## src/rtl/pll_reset_sequencer.sv

```systemverilog
// PLL lock qualifier and system reset sequencer.
// Holds rst_out until lock is stable, then releases it after a hold phase.
module pll_reset_sequencer #(
    parameter int SYNC_STAGES        = 2,
    parameter int LOCK_STABLE_CYCLES = 1024,
    parameter int RESET_HOLD_CYCLES  = 16,
    parameter int CNT_WIDTH          = 8
) (
    input  logic                 clk,
    input  logic                 reset,
    input  logic                 pll_locked,
    input  logic                 sw_rst_req,
    output logic                 rst_out,
    output logic                 ready,
    output logic [1:0]           state_o,
    output logic                 lock_lost,
    output logic [CNT_WIDTH-1:0] lock_loss_cnt
);

    typedef enum logic [1:0] {
        WAIT   = 2'd0,
        STABLE = 2'd1,
        HOLD   = 2'd2,
        RUN    = 2'd3
    } state_t;

    localparam int MAX_CYC = (LOCK_STABLE_CYCLES > RESET_HOLD_CYCLES) ?
                             LOCK_STABLE_CYCLES : RESET_HOLD_CYCLES;
    localparam int PW = (MAX_CYC > 1) ? $clog2(MAX_CYC) : 1;
    localparam logic [PW-1:0] LOCK_LAST = PW'(LOCK_STABLE_CYCLES - 1);
    localparam logic [PW-1:0] HOLD_LAST = PW'(RESET_HOLD_CYCLES - 1);

    logic [SYNC_STAGES-1:0] sync;
    logic                   locked_s;
    state_t                 state;
    state_t                 nxt;
    logic [PW-1:0]          phase;
    logic                   loss;

    always_ff @(posedge clk or posedge reset) begin
        if (reset) begin
            sync <= '0;
        end else begin
            sync <= {sync[SYNC_STAGES-2:0], pll_locked};
        end
    end

    assign locked_s = sync[SYNC_STAGES-1];

    always_comb begin
        nxt  = state;
        loss = 1'b0;
        case (state)
            WAIT: begin
                if (locked_s) nxt = STABLE;
            end
            STABLE: begin
                if (!locked_s)               nxt = WAIT;
                else if (phase == LOCK_LAST) nxt = HOLD;
            end
            HOLD: begin
                if (!locked_s)               nxt = WAIT;
                else if (phase == HOLD_LAST) nxt = RUN;
            end
            RUN: begin
                // lock loss takes priority over a soft-reset request
                if (!locked_s) begin
                    nxt  = WAIT;
                    loss = 1'b1;
                end else if (sw_rst_req) begin
                    nxt = HOLD;
                end
            end
            default: nxt = WAIT;
        endcase
    end

    always_ff @(posedge clk or posedge reset) begin
        if (reset) begin
            state         <= WAIT;
            phase         <= '0;
            rst_out       <= 1'b1;
            ready         <= 1'b0;
            lock_lost     <= 1'b0;
            lock_loss_cnt <= '0;
        end else begin
            state   <= nxt;
            rst_out <= (nxt != RUN);
            ready   <= (nxt == RUN);
            if (nxt != state || state == WAIT || state == RUN) begin
                phase <= '0;
            end else begin
                phase <= phase + 1'b1;
            end
            if (loss) begin
                lock_lost <= 1'b1;
                if (lock_loss_cnt != '1) begin
                    lock_loss_cnt <= lock_loss_cnt + 1'b1;
                end
            end
        end
    end

    assign state_o = state;

endmodule

```

## config.mk

```make
export PLATFORM = sky130hd
export DESIGN_NAME = pll_reset_sequencer
export DESIGN_NICKNAME = d
export VERILOG_FILES = /design/src/rtl/pll_reset_sequencer.sv
export SDC_FILE = /design/constraint.sdc
export NUM_CORES = 1
export LEC_CHECK = 0
export CORE_ASPECT_RATIO = 0.9
export CORE_UTILIZATION = 50
export CTS_CLUSTER_DIAMETER = 150
export DETAILED_ROUTE_END_ITERATION = 7
export PLACE_DENSITY = 0.85
export SETUP_SLACK_MARGIN = 0.5
export SLEW_MARGIN = 20
export SYNTH_ARGS = -nofsm -noshare
export SYNTH_HDL_FRONTEND = slang
export SYNTH_SLANG_ARGS = --single-unit
```

## constraint.sdc

```tcl
create_clock -name clk -period 2.3 [get_ports clk]
set_clock_uncertainty 0.2 [all_clocks]
set_input_delay 0.46 -clock clk [delete_from_list [all_inputs] [get_ports clk]]
set_output_delay 0.46 -clock clk [all_outputs]
set_load 0.05 [all_outputs]
```

# After elaboration in Yosys (flattened, before gate mapping)

Cells that the tools add are included.

Flip-flop bits (word level): 25
Latch bits: 0
Bits in writable memories: 0
ROM bits: 0
Input bits: 4
Output and inout bits: 13
Word-level logic and storage cells: 33
Memories kept: 0

$add $sub $neg: 2
Multiply operators: 0
Div/mod/pow operators: 0
Order comparisons: 0
Eq/ne operators: 9
Shift-type cells: 0
Muxes and demuxes: 11
Bitwise logic cells: 0
Reductions and logical operators: 4

Operator list:

| operator                                             | number |
|---|---|
| two-way mux 2 bit                                    | 7 |
| adder 10 x 1 -> 10 bit, second input constant        | 1 |
| equality test 10 bit, second input constant          | 1 |
| equality test 10 x 4 -> 1 bit, second input constant | 1 |
| two-way mux 10 bit                                   | 1 |
| adder 8 x 1 -> 8 bit, second input constant          | 1 |
| inequality test 8 bit, second input constant         | 1 |
| case mux 2 bit (4 select lines)                      | 1 |
| equality test 2 bit, second input constant           | 3 |
| equality test 2 x 1 -> 1 bit, second input constant  | 1 |
| logical NOT 2 bit                                    | 1 |
| logical OR 1 bit                                     | 2 |
| two-way mux 1 bit                                    | 2 |
| inequality test 2 bit                                | 1 |
| inequality test 2 bit, second input constant         | 1 |
| AND reduction 2 bit                                  | 1 |

# Logic depth before layout (Yosys ltp)

Gate-level depths: netlist of run 1.

Depth after elaboration: 8
Gate-level depth with buffers: 4
Depth with buffers taken out: 4

# Worst setup path after synthesis of run 1

Ideal clock, no wire load.

Path kind: register to register
From: register state[0], in the netlist state_o[0]
To: register phase[2]
Library setup time: 0.147 ns
Arrival: 1.677 ns
Data required time: 1.953 ns
Slack: 0.276 ns
Stages on the path, launching flop included: 4
Path buffers: 0
Period minus slack after synthesis: 2.024 ns
Path through: dfrtp_1 or4_4 o311ai_4 nor3_1

Word-level cells in the longest chain between the ends: 7
Elaborated cells between the ends (all ways): 16
Classes of those cells: eq/ne: 4; mux: 9; reduce/logical: 3

RTL lines:

| what                                 | RTL line   | text |
|---|---|---|
| start, declared                      | 35         | `state_t state;` |
| start signal, assigned               | 87         | `state <= nxt;` |
| two-way mux 2 bit (on tied branches) | 70, 59, 63 |  |
| two-way mux 2 bit (on tied branches) | 67, 58, 62 |  |
| case mux 2 bit (4 select lines)      | 53         | `case (state)` |
| inequality test 2 bit                | 90         | `if (nxt != state \|\| state == WAIT \|\| state == RUN) begin` |
| logical OR 1 bit                     | 90         |  |
| logical OR 1 bit (*)                 | 90         |  |
| two-way mux 10 bit (*)               | 90         |  |
| end signal, assigned                 | 93         | `phase <= phase + 1'b1;` |
| end, declared                        | 37         | `logic [PW-1:0] phase;` |

Mark *: on every way between the ends. The rest lies on a longest branch, timed or not.
A chain may end at the register's enable or synchronous reset.

# Final worst setup path of run 1

From: register phase[8]
To: register phase[5]

Word-level cells in the longest chain between the ends: 8
Elaborated cells between the ends (all ways): 11
Classes of those cells: eq/ne: 3; mux: 6; reduce/logical: 2

RTL lines:

| what                                                                         | RTL line |
|---|---|
| equality test 10 x 4 -> 1 bit / equality test 10 bit (equally long branches) | 63, 59 |
| two-way mux 2 bit (on tied branches)                                         | 63, 59 |
| two-way mux 2 bit (on tied branches)                                         | 62, 58 |
| case mux 2 bit (4 select lines) (*)                                          | 53 |
| inequality test 2 bit (*)                                                    | 90 |
| logical OR 1 bit (*) (2 in a row)                                            | 90 |
| two-way mux 10 bit (*)                                                       | 90 |

Marks and branches as above.

==> implementation parameters, run 1 <==
Parameter                              Value

Status
  Status ... complete, no violations

Timing
  Setup violators final ... 0
  Post-layout min period ... 1.80 ns
  F_max ... 0.554 GHz
  Final period utilization ... 0.785
  Max-slew violations ... 0
  Rel. slew slack ... 0.778
  Final sum of negative setup slack ... 0 ns
  Setup repair after global routing missed its margin ... true
  Number of hold violations in the final report ... 0
  Transition at the pin with the smallest max-transition slack ... 0.330 ns

Drt
  DRC Markers ... 0
  Number of optimization iterations in the first detailed-route pass ... 4
  Number of vias in the routed layout ... 936
  Ratio of routed vias to standard cells ... 5.92
  DRT Wirelength ... 2.57 mm
  Violation count after the first detailed-routing iteration ... 24
  Per-cell routed wire length ... 16.2 µm
  Antenna violation net count after detailed routing ... 0

Power
  Power density over cell area ... 469 nW/µm²
  Peak supply drop ... 488 µV
  Pleak ... 0.629 nW

Clock network
  Clock transition time at the flip-flop clock pins of the worst setup and hold paths ... 0.12 ns
  Number of H-tree branching levels ... 1
  Number of buffers between clock root and the deepest sink ... 2
  Clock root buffer ... sky130_fd_sc_hd__clkbuf_4
  Sinks on Clock Net ... 25
  Inserted Clock Buffers ... 3
  Clock latency of the later-clocked register in the worst-skew pair ... 0.33 ns
  TritonCTS clock tree ... yes

Placement
  Final estimated routing congestion in global placement ... 0.772
  Port Buffer Count ... 16
  Post-DP HPWL ... 1.68 mm
  Placed insts ... 148

Critical path
  Crit path cell chain ... or4_4, o311ai_4, buf_12, a211oi_1
  Startpoint Class ... flop
  Worst Path Arrival ... 1.81 ns
  Critical path capture point type ... flop
  Critical path start-end classification ... reg -> reg
  Cell class contributing the biggest share of worst-path delay ... simple AND/OR/NAND/NOR gates
  Critical-path top delay cell ... sky130_fd_sc_hd__or4_4
  Delay contributed by the slowest stage of the critical path ... 0.57 ns
  Maximum fanout along the worst path ... 10
  Required time of the critical path ... 2.30 ns
  Critical path buffers and inverters ... 1

Global routing
  Antenna violations before repair ... 0
  Global-route wire length before repair ... 3.65 mm
  Pin count of the biggest net entering global routing ... 26
  Congestion Overflow GR ... 0
  Vias in the first global route ... 874
  Global-route usage over all layers ... 0.207

Floorplan
  Die height ... 48.2 µm
  Die area ... 2570 µm²
  Core outline area ... 2200 µm²
  DIE WIDTH ... 53.4 µm
  Starting Density ... 0.539
  Row Count ... 16
  IO Pins ... 17

Logic synthesis
  Number of synthesized flops with an enable pin ... 0
  Main synth FF type ... sky130_fd_sc_hd__dfrtp_1
  Cell area after synthesis ... 1190 µm²
  Share of the yosys chip area belonging to registers ... 0.528
  Number of standard cells after synthesis ... 104
  Share of flip-flops with an asynchronous set or reset after synthesis ... 1.00
  Yosys top cell by area ... sky130_fd_sc_hd__dfrtp_1
  Syn nets ... 110
  Count of distinct cell types in the synthesized netlist ... 36
  Warnings, synthesis ... 0
  Top-area cell type share of the netlist area ... 0.506
  Post-synthesis sequential element count ... 25
  Cells taking the most area after synthesis ... sky130_fd_sc_hd__dfrtp_1 (51%), sky130_fd_sc_hd__mux2_2 (3.8%), sky130_fd_sc_hd__nand3_1 (3.0%), sky130_fd_sc_hd__xnor2_1 (3.0%), sky130_fd_sc_hd__o21ai_0 (2.5%)
  Syn avg cell area ... 11.4 µm²

Finish
  # fillers ... 166
  Share of post-route cells with drive strength above 1 ... 0.351
  Antenna Cells ... 0
  Commonest cells after routing, fill and taps aside ... sky130_fd_sc_hd__dfrtp_1 (16), sky130_fd_sc_hd__buf_2 (9), sky130_fd_sc_hd__buf_4 (9)
  Most common cell after layout, fill and taps aside ... sky130_fd_sc_hd__dfrtp_1
  Non-Filler Instances ... 158
  Area growth, synth to finish ... 22.4%
  Number of nets in the layout ... 138

Worst hold path
  Type of the tightest min-delay check ... reg -> reg

Run
  Max cap viols ... 0
[state kept, by name, indices dropped and copies added, names as in the netlist]
signal / count
lock_lost: 1
lock_loss_cnt: 8
ready: 1
state_o: 2
sync: 2
rst_out: 1
phase: 10
[worst paths after layout]
path | startpoint | slack [ns] | cells past startpoint | end
worst max-delay path | phase[8]$_DFF_PP0_ | 0.50 | 4 | phase[5]$_DFF_PP0_
worst min-delay path | sync[0]$_DFF_PP0_ | 0.16 | 0 | sync[1]$_DFF_PP0_
worst max register to register | phase[8]$_DFF_PP0_ | 0.50 | 4 | phase[5]$_DFF_PP0_
worst min register to register | sync[0]$_DFF_PP0_ | 0.16 | 0 | sync[1]$_DFF_PP0_
max in group asynchronous | reset | 1.36 | 3 | rst_out$_DFF_PP1_
min in group asynchronous | reset | 0.25 | 3 | lock_loss_cnt[0]$_DFFE_PP0P_
[logic make-up (layout without fill, tap and decap cells)]
group / count (synthesis) / after routing / synth area share
AO/OA/AOI/OAI: 21 / 21 / 0.136
XOR/XNOR: 7 / 7 / 0.0516
adder cells (fa/ha/maj): 2 / 2 / 0.0211
buffers and inverters: 5 / 32 / 0.0169
flip-flops: 25 / 25 / 0.528
multiplexers: 4 / 4 / 0.0379
AND/OR/NAND/NOR: 40 / 40 / 0.209
[per-layer routing]
layer	up-vias	track usage	routed length, µm
li1	445	-	-
met1	463	0.237	1090
met2	24	0.343	1320
met3	4	0.0592	120
met4	0	0.147	40
met5	-	0	0
[power breakdown]
group	internal, mW	switching, mW
Combinational	0.0179	0.0211
Sequential	0.444	0.00520
Clock	0.0652	0.129
[synthesized netlist by cell type (all sizes together) (2+ instances only)]
cell type	number
o21ai	6
mux2	4
a21oi	2
o31a	2
nand2	4
nor2b	3
or4	3
dfrtp	24
nand3	7
xnor2	4
nand4	4
nor3	4
a211oi	4
xor2	3
and2	2
ha	2
o31ai	2
inv	4
or3	4
[stage by stage]
stage | power [mW] | utilization | hold WS (ns) | area [µm²] | setup slack [ns]
4_1_cts | 0.686 | 0.657 | 0.165 | 1450 | 0.459
6_report | 0.682 | 0.660 | 0.164 | 1450 | 0.495
2_1_floorplan | 0.477 | - | 0.131 | 1200 | 0.412
5_1_grt | 0.708 | 0.660 | 0.172 | 1450 | 0.416
3_3_place_gp | 0.489 | 0.634 | 0.136 | 1400 | 0.430
3_5_place_dp | 0.491 | 0.634 | 0.136 | 1400 | 0.387
[worst register-to-register path: cells and delay by family, from the launching register on]
kind                   cells  cell delay (ns)
AOI/OAI and AO/OA          2             0.33
DFF                        1             0.43
buffers and inverters      1             0.17
and+or+nand+nor            1             0.57
[layout make-up]
type,count,area [µm²],share of cell area
Timing Repair Buffer,24,185,0.127
Sequential cell,25,637,0.438
Tap cell,27,33.8,0.0232
Clock inverter,1,5.00,0.00344
Inverter,4,15.0,0.0103
Clock buffer,3,22.5,0.0155
Multi-Input combinational cell,74,556,0.382
[repair_timing]
item,4_1_cts,5_1_grt
endpoints found under the hold margin,0,0
endpoints found under the setup margin,22,18
buffers inserted,4,2
resized for setup,43,13
hold buffers,0,0
pin swaps,2,1
Power figures use the tool's default switching activity.
==> run 2: changes to the inputs <==
--- a/config.mk
+++ b/config.mk
@@ -6,10 +6,10 @@
 export NUM_CORES = 1
 export LEC_CHECK = 0
 export CORE_ASPECT_RATIO = 0.9
-export CORE_UTILIZATION = 50
+export CORE_UTILIZATION = 47
 export CTS_CLUSTER_DIAMETER = 150
 export DETAILED_ROUTE_END_ITERATION = 7
-export PLACE_DENSITY = 0.85
+export PLACE_DENSITY = 0.84
 export SETUP_SLACK_MARGIN = 0.5
 export SLEW_MARGIN = 20
 export SYNTH_ARGS = -nofsm -noshare
==> constraint.sdc (replaced) <==
create_clock -name clk -period 1.55 [get_ports clk]
set_clock_uncertainty 0.2 [all_clocks]
set_input_delay 0.31 -clock clk [delete_from_list [all_inputs] [get_ports clk]]
set_output_delay 0.31 -clock clk [all_outputs]
set_load 0.05 [all_outputs]
==> run 2 against run 1 <==
Effect of this change: the flow now finishes with violations (setup timing); wire length is 110% higher; maximum frequency is 7.8% lower; combinational power is 120% higher; hold slack worse by 0.074 ns; clock power is 57% higher; critical path depth stayed put; non-clock buffer count is 46 higher; cell count is 29% higher; critical endpoint is now state_o[0]$_DFF_PP0_; highest routed layer unchanged.
==> implementation parameters, run 2 (same netlist as run 1, synthesis figures left out) <==
Parameter                              Value

Critical path
  Critical path capture point type ... flop
  Critical path buffers and inverters ... 1 (unchanged)
  Total number of cells along the worst setup path ... 4 (unchanged)
  Required time of the critical path ... 1.62 ns (-0.68 ns)
  Startpoint Class ... flop
  Maximum fanout along the worst path ... 3 (-7)
  Cell class contributing the biggest share of worst-path delay ... simple AND/OR/NAND/NOR gates
  Worst-case reg-to-reg path depth ... 4 (unchanged)
  Crit. Startpoint ... phase[7]$_DFF_PP0_
  Crit path cell chain ... or4_4, nor3_1, buf_4, o31a_1
  Critical path start-end classification ... reg -> reg
  Delay contributed by the slowest stage of the critical path ... 0.57 ns (about the same)
  Worst Path Arrival ... 2.03 ns (+0.22 ns)
  Critical-path top delay cell ... sky130_fd_sc_hd__or4_4
  Origin of the critical flop-to-flop path ... phase[7]$_DFF_PP0_

Global routing
  Congestion Overflow GR ... 0 (unchanged)
  Global-route wire length before repair ... 6.93 mm (+90%)
  Pin count of the biggest net entering global routing ... 26 (unchanged)
  Global-route usage over all layers ... 0.383 (+0.176)
  Vias in the first global route ... 1328 (+52%)
  Antenna violations before repair ... 0 (unchanged)

Placement
  Final estimated routing congestion in global placement ... 0.842 (+9.0%)
  Post-DP HPWL ... 2.66 mm (+58%)
  Port Buffer Count ... 16 (unchanged)
  Placed insts ... 179 (+21%)

Drt
  Number of vias in the routed layout ... 1394 (+49%)
  DRT Wirelength ... 5.41 mm (+110%)
  Number of optimization iterations in the first detailed-route pass ... 4 (unchanged)
  Antenna violation net count after detailed routing ... 0 (unchanged)
  Violation count after the first detailed-routing iteration ... 66 (+180%)
  Per-cell routed wire length ... 26.5 µm (+63%)
  DRC Markers ... 0 (unchanged)
  Ratio of routed vias to standard cells ... 6.83 (+15%)

Floorplan
  IO Pins ... 17 (unchanged)
  Starting Density ... 0.520 (-0.0189)
  Core outline area ... 2280 µm² (+3.6%)
  DIE WIDTH ... 55.0 µm (+3.0%)
  Die area ... 2730 µm² (+6.1%)
  Row Count ... 16 (unchanged)
  Die height ... 49.7 µm (+3.0%)

Status
  Status ... finished, violations left
  Violations in the final reports ... setup timing

Clock network
  Clock root buffer ... sky130_fd_sc_hd__clkbuf_4
  Number of H-tree branching levels ... 1 (unchanged)
  Clock latency of the later-clocked register in the worst-skew pair ... 0.34 ns (about the same)
  Clock transition time at the flip-flop clock pins of the worst setup and hold paths ... 0.14 ns (+0.02 ns)
  Number of buffers between clock root and the deepest sink ... 2 (unchanged)
  Inserted Clock Buffers ... 3 (unchanged)
  Hold Buf Count CTS ... 0 (unchanged)
  Sinks on Clock Net ... 25 (unchanged)
  TritonCTS clock tree ... yes

Timing
  Setup repair after global routing missed its margin ... true
  Worst path setup slack after routing ... -0.407 ns (-0.903 ns)
  Rel. slew slack ... 0.747 (-0.0316)
  F_max ... 0.511 GHz (-7.8%)
  Worst slack on hold paths ... 0.0894 ns (-0.0744 ns)
  Max-slew violations ... 0 (unchanged)
  Final period utilization ... 1.26 (+0.478)
  Number of hold violations in the final report ... 0 (unchanged)
  Post-layout min period ... 1.96 ns (+0.153 ns)
  Transition at the pin with the smallest max-transition slack ... 0.376 ns (+0.0459 ns)
  Setup violators final ... 30 (+30)

Finish
  Top flop regs ... phase x10, lock_loss_cnt x8
  Antenna Cells ... 0 (unchanged)
  Number of nets in the layout ... 184 (+33%)
  Finished Core Util ... 0.959 (+0.299)
  Most common cell after layout, fill and taps aside ... sky130_fd_sc_hd__buf_4
  Share of post-route cells with drive strength above 1 ... 0.638 (+0.287)
  Area growth, synth to finish ... 84.4%
  Non-Filler Instances ... 204 (+29%)
  Commonest cells after routing, fill and taps aside ... sky130_fd_sc_hd__buf_4 (38), sky130_fd_sc_hd__buf_6 (15), sky130_fd_sc_hd__buf_12 (14)
  Register name with the most flops ... phase
  Flip-flop count of the largest register after layout ... 10 (unchanged)

Power
  Internal power of the cells ... 796 µW (+51%)
  Comb power frac ... 0.082 (+0.025)
  Pleak ... 0.946 nW (+50%)
  Peak supply drop ... 600 µV (+23%)
  Sequential group share of total power ... 0.630 (-0.028)
  Power density over cell area ... 483 nW/µm² (+2.9%)
  Clock share of power ... 0.288 (+0.003)
  Switching power ... 261 µW (+68%)
  Switching share of power ... 0.247 (+0.0191)

Run
  Max cap viols ... 0 (unchanged)

Worst hold path
  Type of the tightest min-delay check ... in -> async
==> run 2: cell count changes in the layout (fill, tap and decap cells not counted), moves of 9 or more <==
| cell | before | now |
|---|---|---|
| sky130_fd_sc_hd__buf_12 | 1 | 14 |
| sky130_fd_sc_hd__buf_4 | 9 | 38 |
| sky130_fd_sc_hd__buf_6 | 0 | 15 |
| sky130_fd_sc_hd__buf_2 | 9 | 0 |
==> run 2: final timing paths <==
path                                   endpoint  slack (ns)
hold / removal                sync[0]$_DFF_PP0_        0.09
min in group clk              sync[1]$_DFF_PP0_        0.20
hold reg to reg               sync[1]$_DFF_PP0_        0.20
max in group asynchronous     rst_out$_DFF_PP1_        0.83
setup / recovery           state_o[0]$_DFF_PP0_       -0.41
setup reg to reg           state_o[0]$_DFF_PP0_       -0.41
==> run 2: final cells by class <==
| cell class | instances | area [µm²] |
|---|---|---|
| repair buffers | 70 | 764 |
| multi-input cells | 74 | 707 |
| flip-flops and latches | 25 | 642 |
| fillers | 54 | 92.6 |
| well taps | 27 | 33.8 |
| clock buffers | 3 | 22.5 |
| inverters | 4 | 15.0 |
| clock inverters | 1 | 5.00 |
==> run 2: worst reg2reg max path: stages (launching register included) <==
cell and delay, ns:
sky130_fd_sc_hd__dfrtp_1 0.47, sky130_fd_sc_hd__or4_4 0.57, sky130_fd_sc_hd__nor3_1 0.26, sky130_fd_sc_hd__buf_4 0.21
sky130_fd_sc_hd__o31a_1 0.18
==> run 2: routing by layer <==
metal	wire length (µm)	part of all wire	GRT usage	vias up
li1	-	-	-	541
met1	1790	0.33	0.454	675
met2	2570	0.48	0.639	123
met3	557	0.10	0.0895	55
met4	490	0.091	0.167	0
met5	0	0	0	-
==> run 2: power groups by stage <==
stage	combinational, mW	clock, mW	sequential, mW
after global placement	0.0690	0	0.674
after CTS	0.0796	0.306	0.663
after detailed placement	0.0738	0	0.675
final	0.0866	0.305	0.666
after global routing	0.0933	0.332	0.666
after floorplan	0.0259	0	0.682
==> run 2: stage by stage <==
stage	instance area (µm²)	total power [mW]	setup WS (ns)	TNS, ns
2_1_floorplan	1270	0.708	-0.338	-4.22
4_1_cts	2050	1.05	-0.230	-2.99
6_report	2190	1.06	-0.407	-5.72
3_5_place_dp	1840	0.749	-0.245	-2.85
5_1_grt	2190	1.09	-0.450	-6.40
3_3_place_gp	1840	0.743	-0.183	-1.96
==> run 2: timing repair <==
action | CTS | global route
gates cloned | 1 | 0
pin swaps | 8 | 13
endpoints found under the setup margin | 36 | 36
buffers inserted | 14 | 6
resized for setup | 18 | 19
==> variant (settings of run 1) <==
The parameter `LOCK_STABLE_CYCLES` goes from 1024 to 512.
--- a/src/rtl/pll_reset_sequencer.sv
+++ b/src/rtl/pll_reset_sequencer.sv
@@ -4,3 +4,3 @@
     parameter int SYNC_STAGES        = 2,
-    parameter int LOCK_STABLE_CYCLES = 1024,
+    parameter int LOCK_STABLE_CYCLES = 512,
     parameter int RESET_HOLD_CYCLES  = 16,
Behaviour: same outputs for any inputs over 10 cycles, from zero or initial values and one cycle with reset high; that may be too few to reach the edited logic, so the function may still have changed.
==> variant against run 1 <==
Clock power is 13% higher. Critical path depth grew 4. Combinational power down 9.5%. Count of clock-buffer cells in the layout grew 1. Total power is 0.70% higher. Die area fell by 11%. Critical path type unchanged. Non-clock buffer count up 1. Worst setup slack got worse by 0.25 ns. Sequential cell count shrank 1. Cell area is 4.6% lower. Synthesized area fell by 12%. Sequential share of layout area is 0.071 points lower. Routed wire length down 22%. Highest routed layer unchanged. Largest power group unchanged.
==> variant: results (changes against run 1) <==
Global routing
  • Largest net degree at the start of global routing: 25 (was 26)
  • First-pass GRT wire length: 3350 um (was 3650 um)
  • Vias in the first global route: 749 (was 874)

Logic synthesis
  • Post-synth net total: 100 (was 110)
  • Register area share after synthesis: 0.575 (was 0.528)
  • Complex-gate fraction of the synthesized area: 0.0706 (was 0.136)
  • Synth top area cells: dfrtp_1 (55%), xnor2_1 (6.7%), nor2_1 (4.7%) (was dfrtp_1 (51%), mux2_2 (3.8%), nand3_1 (3.0%))
  • Mean Syn Cell Area: 11.2 um2 (was 11.4 um2)
  • Netlist cell types: 25 (was 36)
  • Adder-cell share of the synthesized area: 0.0359 (was 0.0211)

Drt
  • Iteration-0 DRC count of the detailed router: 8 (was 24)
  • Average wire per standard cell: 13.5 um (was 16.2 um)

Setup path
  • Critical Path Fanout Max: 4 (was 10)
  • Worst R2R Setup Slack: 0.25 ns (was 0.50 ns)

Final layout
  • Regs by FF count: phase (9), lock_loss_cnt (8) (was phase (10), lock_loss_cnt (8))
  • Fillers: 131 (was 166)
  • Final nets: 131 (was 138)

Pwr
  • P_int: 0.539 mW (was 0.527 mW)
  • LEAKAGE: 0.643 nW (was 0.629 nW)
  • Peak VDD IR: 285 uV (was 488 uV)

STA
  • Fin crit share: 0.891 (was 0.785)
  • Slew margin rel.: 0.591 (was 0.778)

Clock network
  • Worst skew pair latency: 0.31 ns (was 0.33 ns)

Outcome
  • Status: finished, final reports clean (unchanged)

Placement
  • DP Worst Slack: 0.207 ns (was 0.387 ns)
  • Global placer's final weighted congestion: 0.730 (was 0.772)
==> variant: cells by family (layout without fill, tap and decap cells) <==
| kind of cell | after synthesis | after routing |
|---|---|---|
| simple gates | 39 | 39 |
| flops | 24 | 24 |
| xor+xnor | 13 | 13 |
| compound gates | 9 | 10 |
| buf+inv | 5 | 34 |
| fa+ha+maj | 3 | 3 |
==> variant: power groups by stage <==
stage / sequential (mW) / clock, mW / combinational (mW)
floorplan: 0.441 / 0 / 0.0144
finish: 0.432 / 0.220 / 0.0353
detailed placement: 0.439 / 0 / 0.0293
global placement: 0.439 / 0 / 0.0284
CTS: 0.432 / 0.228 / 0.0336
global route: 0.433 / 0.240 / 0.0392
==> variant: cell type report <==
type                            count  share of cell area
Tap cell                           25              0.0225
Multi-Input combinational cell     65               0.366
Timing Repair Buffer               25               0.134
Inverter                            5              0.0135
Sequential cell                    24               0.437
Clock buffer                        4              0.0261
==> variant: timing repair <==
item	4_1_cts	5_1_grt
resized for setup	50	14
pin swaps	6	5
setup endpoints to repair	24	18
gates cloned	1	0
buffers inserted	5	3
==> variant: final timing paths <==
path                       startpoint  cells past startpoint  endpoint
max                          phase[0]                      8  phase[4]
min                           sync[0]                      0   sync[1]
max reg2reg                  phase[0]                      8  phase[4]
min reg2reg                   sync[0]                      0   sync[1]
max in group asynchronous       reset                      3   rst_out
min in group asynchronous       reset                      3  phase[3]
==> variant: through the flow <==
stage	area, um2	hold WS [ns]
floorplan	1100	0.131
global placement	1290	0.139
detailed placement	1290	0.136
CTS	1370	0.162
global route	1390	0.182
finish	1390	0.164
==> variant: layer usage <==
layer,GRT usage,part of all wire,wire [um]
met3,0.0433,0.047,93
met2,0.336,0.49,971
met4,0.0914,0.019,37
met1,0.266,0.45,889
met5,0,0,0
